<file path="config.mk">
export PLATFORM = sky130hd
export DESIGN_NAME = ram_stream_reader
export DESIGN_NICKNAME = d
export VERILOG_FILES = /design/src/rtl/ram_stream_reader.sv
export SDC_FILE = /design/constraint.sdc
export NUM_CORES = 1
export LEC_CHECK = 0
export BUFFER_PORTS_ARGS = -buffer_cell sky130_fd_sc_hd__buf_2
export CAP_MARGIN = 20
export CORE_MARGIN = 2
export CORE_UTILIZATION = 50
export CTS_CLUSTER_DIAMETER = 40
export DETAILED_ROUTE_END_ITERATION = 12
export PLACE_DENSITY = 0.73
export SYNTH_ARGS = -nofsm -noshare
export SYNTH_HDL_FRONTEND = slang
export SYNTH_SLANG_ARGS = --single-unit
</file>
<file path="constraint.sdc">
create_clock -name clk -period 2.6 [get_ports clk]
set_input_delay 0.26 -clock clk [delete_from_list [all_inputs] [get_ports clk]]
set_output_delay 0.26 -clock clk [all_outputs]
set_load 0.02 [all_outputs]
</file>
<file path="src/rtl/ram_stream_reader.sv">
// rtl/ram_stream_reader.sv - burst reader from a registered-read RAM into a valid/ready stream
// A 2-entry buffer plus a credit check on issue hides the RAM's one-cycle read latency.
module ram_stream_reader #(
  parameter int DATA_WIDTH = 8,
  parameter int ADDR_WIDTH = 6
) (
  input  logic                  clk,
  input  logic                  rst_n,
  input  logic                  start,
  input  logic [ADDR_WIDTH-1:0] base_addr,
  input  logic [ADDR_WIDTH:0]   length,
  output logic                  busy,
  output logic                  done,
  output logic [ADDR_WIDTH-1:0] ram_read_addr,
  input  logic [DATA_WIDTH-1:0] ram_q,
  output logic                  m_valid,
  output logic [DATA_WIDTH-1:0] m_data,
  input  logic                  m_ready
);

  typedef enum logic [1:0] {IDLE, RUN, DONE} state_t;

  state_t                state;
  logic [ADDR_WIDTH-1:0] rd_ptr;
  logic [ADDR_WIDTH:0]   issue_cnt;
  logic [ADDR_WIDTH:0]   beat_cnt;
  logic                  in_flight;
  logic [1:0]            occ;
  logic [DATA_WIDTH-1:0] head_q;
  logic [DATA_WIDTH-1:0] tail_q;
  logic                  pop;
  logic                  issue;
  logic [2:0]            pending;

  assign ram_read_addr = rd_ptr;
  assign m_valid       = (occ != 2'd0);
  assign m_data        = head_q;
  assign pop           = m_valid && m_ready;

  // Entries that will still occupy the buffer after this edge; a new read needs a free slot.
  assign pending = {1'b0, occ} + {2'b00, in_flight} - {2'b00, pop};
  assign issue   = (state == RUN) && (issue_cnt != '0) && (pending < 3'd2);

  always_ff @(posedge clk or negedge rst_n) begin
    if (!rst_n) begin
      state     <= IDLE;
      busy      <= 1'b0;
      done      <= 1'b0;
      rd_ptr    <= '0;
      issue_cnt <= '0;
      beat_cnt  <= '0;
      in_flight <= 1'b0;
      occ       <= 2'd0;
      head_q    <= '0;
      tail_q    <= '0;
    end else begin
      in_flight <= issue;
      if (issue) begin
        rd_ptr    <= rd_ptr + 1'b1;
        issue_cnt <= issue_cnt - 1'b1;
      end

      case ({in_flight, pop})
        2'b10: begin
          if (occ == 2'd0) head_q <= ram_q;
          else             tail_q <= ram_q;
          occ <= occ + 2'd1;
        end
        2'b01: begin
          head_q <= tail_q;
          occ    <= occ - 2'd1;
        end
        2'b11: begin
          if (occ == 2'd1) begin
            head_q <= ram_q;
          end else begin
            head_q <= tail_q;
            tail_q <= ram_q;
          end
        end
        default: ;
      endcase

      if (pop) beat_cnt <= beat_cnt - 1'b1;

      case (state)
        IDLE: begin
          done <= 1'b0;
          if (start) begin
            rd_ptr    <= base_addr;
            issue_cnt <= length;
            beat_cnt  <= length;
            if (length == '0) begin
              state <= DONE;
              done  <= 1'b1;
            end else begin
              state <= RUN;
              busy  <= 1'b1;
            end
          end
        end
        RUN: begin
          if (pop && beat_cnt == {{ADDR_WIDTH{1'b0}}, 1'b1}) begin
            state <= DONE;
            busy  <= 1'b0;
            done  <= 1'b1;
          end
        end
        DONE: begin
          done  <= 1'b0;
          busy  <= 1'b0;
          state <= IDLE;
        end
        default: state <= IDLE;
      endcase
    end
  end

endmodule

</file>
==> out/results.env <==
MET2_USAGE_PCT=32.04
TRITONCTS='yes'
POWER.SEQUENTIAL.FRACTION_PCT=34.3
CPMAXSTAGEDELAYCELL='sky130_fd_sc_hd__or4_1'
CRIT_REQUIRED_NS=2.82
SETUP.WORST_PATH.END_CLASS='flop'
USE_MET3_PCT=4.527
LEAKAGE_uW=0.001323
COMBINATIONAL_CELL_FRACTION_OF_TOTAL_POWER_PCT=51.7
WORSTPATHMAXFANOUT=6
PLACED_CELL_AREA_SQ_MM=0.002773
MIN_PATH_TYPE='input port to flop'
SYNTH-COMPOUND-AREA-SHARE_PCT=19.17
MOST_COMMON_FLOP_CELL_MAPPED_BY_YOSYS='sky130_fd_sc_hd__dfrtp_1'
YOSYSTOPAREACELL='sky130_fd_sc_hd__dfrtp_1'
LAYOUT_COMMON_CELLS='sky130_fd_sc_hd__dfrtp_1, sky130_fd_sc_hd__buf_2, sky130_fd_sc_hd__nand2_1'
SYNTH_TOP_CELLS_BY_AREA='sky130_fd_sc_hd__dfrtp_1, sky130_fd_sc_hd__ha_1, sky130_fd_sc_hd__mux2_2'
SYNTH_WARNINGS=0
IO_BUFFERS=41
WORSTPATHARRIVAL_NS=2.74
PATH_CLASS='flop to flop'
SLEW_VIOL_FINAL=0
DETAILROUTE.VIA_COUNT=2124
PATH_CELLS='inv_2 -> ha_2 -> inv_2 -> nand2_4 -> inv_2 -> nor2_2 -> o21ai_2 -> fa_2 -> xnor2_4 -> nand3_2 -> or4_1 -> a31oi_1'
FMAXACHIEVABLE_GHz=0.3966
FINISH.NET_COUNT=345
GLOBAL_ROUTE_WIRE_LENGTH_BEFORE_REPAIR_UM=8783
RELSLEWSLACK_PCT=58.42
FIN_SETUP_TNS_NS=0
FINAL_LAYOUT_SIZE_SUFFIX_GT1_SHARE_PCT=28.90
DRT_ITER0_DRC=89
CORE_OUTLINE_AREA_SQ_MM=0.004692
CTS_MADE_BUFFERS=5
POWER.DENSITY_mW_PER_MM2=1243
INTERNAL_POWER_uW=2142
CRITPATHLAUNCHTYPE='flop'
DESIGN_POWER_TOTAL_uW=3699
LAYOUT-AREA-OVERHEAD-VS-SYNTH_PCT=22.89
POSTSYNTH.ASYNCRESETSHARE_PCT=100.0
DETAILEDPLACEMENTHPWL_UM=3844
NETLIST_INSTANCES=251
SYNTH_SIMPLE_GATE_AREA_SHARE_PCT=18.55
ROUTE.DETAILED.VIAS_PER_INST=5.867
DRV_CAP=0
CELL_AREA_SYNTH_SQ_MM=0.002421
SWITCHING_SHARE_PCT=42.09
DESIGN.PORTCOUNT=42
SYNTH_NETS=288
VIAS_IN_THE_FIRST_GLOBAL_ROUTE=1955
AGGREGATE_GLOBAL_ROUTING_OVERFLOW=0
CTS_BUFFER_DEPTH=2
FINAL_WIRELENGTH_UM=5491
FLOORPLAN.ROWS=25
DIE_AREA_SQ_MM=0.005415
YOSYS.CELL_TYPES.COUNT=44
GRT_SETUP_UNREPAIRED='true'
DEPTH_OF_THE_CTS_H_TREE=2
USE_MET1_PCT=29.22
CLOCK_POWER_SHARE_PCT=14.0
TIGHTEST_SLEW_NS=0.6222
SYNTH-SEQ-AREA-SHARE_PCT=44.44
WORSTSKEWPAIRLATENCY_NS=0.30
MOSTFREQUENTLAYOUTCELL='sky130_fd_sc_hd__dfrtp_1'
CLOCK-SKEW-FINAL_NS=0.01066
CLK_ROOT_BUFFER_CELL='sky130_fd_sc_hd__clkbuf_8'
ANTENNADIODECOUNT=0
TOTAL_SWITCHING_POWER_uW=1557
DRTPASS1ITERATIONS=4
MUX_SHARE_OF_POST_SYNTHESIS_CELL_AREA_PCT=4.134
STARTING_DENSITY_PCT=51.60
SYNTH-EDFF-COUNT=0
PERIOD_SHARE_PCT=96.98
CTS.REPORTEDPATHS.CLKPINSLEW_NS=0.09
DIE_HEIGHT_UM=73.59
HOLD_VIOL_FINAL=0
MAX-VDD-IR-DROP_uV=593.3
FINAL_ANTENNA_NET_COUNT=0
POSTSYNTHAREAPERCELL_SQ_UM=9.646
SYNTH_LARGEST_TYPE_AREA_FRACTION_PCT=44.44
WL_PER_CELL_UM=15.17
LARGEST_FAMILY_OF_LOGIC_CELLS_BY_SYNTHESIZED_AREA='compound AO/OA/AOI/OAI gates'
GP_CONGESTION=0.7850
FINAL_AREA_SQ_MM=0.002975
CRITICAL-PATH-MAX-STAGE-DELAY_NS=0.49
SEQCELLAREA_SQ_MM=0.001076
RUN_STATUS='finished, final reports clean'
BUSIEST_LAYER='met2'
CHIPWIDTH_UM=73.59
MULTI_INPUT_COMB_AREA_SQ_MM=0.001310
ROUTE.DETAILED.DRC=0
FILLER_CELL_COUNT=386
CP_COMMON_CELL='sky130_fd_sc_hd__inv_2'
ANTENNA_FOUND_INITIAL=0
CLKSINKCOUNT=43
SYNTH_XOR_AREA_SHARE_PCT=2.894
FINALWORSTPATHREQUIREDPERIOD_NS=2.521
GRT_START_MAX_NET_PINS=44
GR-USAGE-ALL-LAYERS_PCT=21.17
YS_FF_LATCH=43
YOSYS.AREA_SHARE.ADDER_PCT=6.512
REPORT.FINAL.SETUP_VIOL=0
[synthesized netlist by cell type (2+ instances only)]
cell                       number
sky130_fd_sc_hd__dfrtp_1       43
sky130_fd_sc_hd__nand2_1       20
sky130_fd_sc_hd__nor2_1        20
sky130_fd_sc_hd__inv_1         17
sky130_fd_sc_hd__o21ai_0       16
sky130_fd_sc_hd__a31oi_1       14
sky130_fd_sc_hd__ha_1          11
sky130_fd_sc_hd__nand3_1       10
sky130_fd_sc_hd__or4_1         10
sky130_fd_sc_hd__a21oi_1        9
sky130_fd_sc_hd__a221o_1        8
sky130_fd_sc_hd__mux2_2         8
sky130_fd_sc_hd__clkbuf_1       7
sky130_fd_sc_hd__nor2b_1        7
sky130_fd_sc_hd__xnor2_1        6
sky130_fd_sc_hd__and2_1         5
sky130_fd_sc_hd__o31ai_1        5
sky130_fd_sc_hd__a211oi_1       2
sky130_fd_sc_hd__a22o_1         2
sky130_fd_sc_hd__and3_1         2
sky130_fd_sc_hd__buf_2          2
sky130_fd_sc_hd__nor3_1         2
sky130_fd_sc_hd__o211ai_1       2
sky130_fd_sc_hd__o41ai_1        2
sky130_fd_sc_hd__xor2_1         2
[layout make-up]
cell class	count	share of cell area (%)
multi-input combinational	182	44.03
sequential	43	36.16
timing repair buffer	58	11.82
clock buffer	6	2.439
inverter	18	2.271
tap	54	2.271
clock inverter	1	1.009
[logic make-up after synthesis]
logic type,count (synthesis)
multiplexers,9
AO/OA/AOI/OAI,68
adder cells (fa/ha/maj),12
XOR/XNOR,8
buffers and inverters,27
AND/OR/NAND/NOR,84
flip-flops,43
[per-layer routing]
layer	up-vias	wire [um]
li1	1035	-
met1	1027	2590
met4	0	142
met2	48	2556
met3	14	201
met5	-	0
[through the flow]
step / utilization [%] / hold WS, ns / std cells / setup slack, ns
detailed placement: 59.09 / 0.4851 / 351 / -0.06281
floorplan: - / -0.03559 / 251 / 0.001444
CTS: 61.60 / 0.1591 / 359 / 0.04385
global route: 63.41 / 0.1997 / 362 / -0.07865
finish: 63.41 / 0.1937 / 362 / 0.07864
global placement: 59.09 / 0.4718 / 351 / 0.05205
[power groups by stage]
| stage | combinational [uW] | sequential, uW | clock (uW) |
|---|---|---|---|
| 2_1_floorplan | 1120 | 1370 | 0 |
| 3_3_place_gp | 1720 | 1260 | 0 |
| 3_5_place_dp | 1760 | 1270 | 0 |
| 4_1_cts | 1810 | 1260 | 525 |
| 5_1_grt | 2120 | 1320 | 553 |
| 6_report | 1910 | 1270 | 519 |
[final timing paths]
kind	startpoint	endpoint	slack [ns]	depth (start not counted)
min	ram_q[4]	m_data[4]	0.19	2
max reg2reg	occ[0]	ram_read_addr[2]	0.08	12
min in group asynchronous	rst_n	busy	0.31	2
min reg2reg	tail_q[7]	m_data[7]	0.50	1
max	occ[0]	ram_read_addr[2]	0.08	12
max in group asynchronous	rst_n	tail_q[7]	1.84	3
[repair_timing]
item	in CTS	in global routing
setup endpoints to repair	11	12
endpoints found under the hold margin	0	4
hold buffers	0	1
resized for setup	2	12
gates cloned	1	0
setup buffers	0	1
pin swaps	2	12
[worst max-delay path, delay by kind of cell (launching register included)]
| kind | cells | cell delay (ns) |
|---|---|---|
| compound gates | 2 | 0.23 |
| simple gates | 4 | 0.80 |
| xor+xnor | 1 | 0.24 |
| buf+inv | 3 | 0.17 |
| fa+ha+maj | 2 | 0.59 |
| flops | 1 | 0.40 |
[flip-flops by register name, summed over array words and instances, names as in the netlist]
name,cells
ram_read_addr,6
tail_q,8
issue_cnt,7
occ,2
busy,1
in_flight,1
done,1
state,2
beat_cnt,7
m_data,8
No activity file was read; power rests on OpenSTA's default activity.
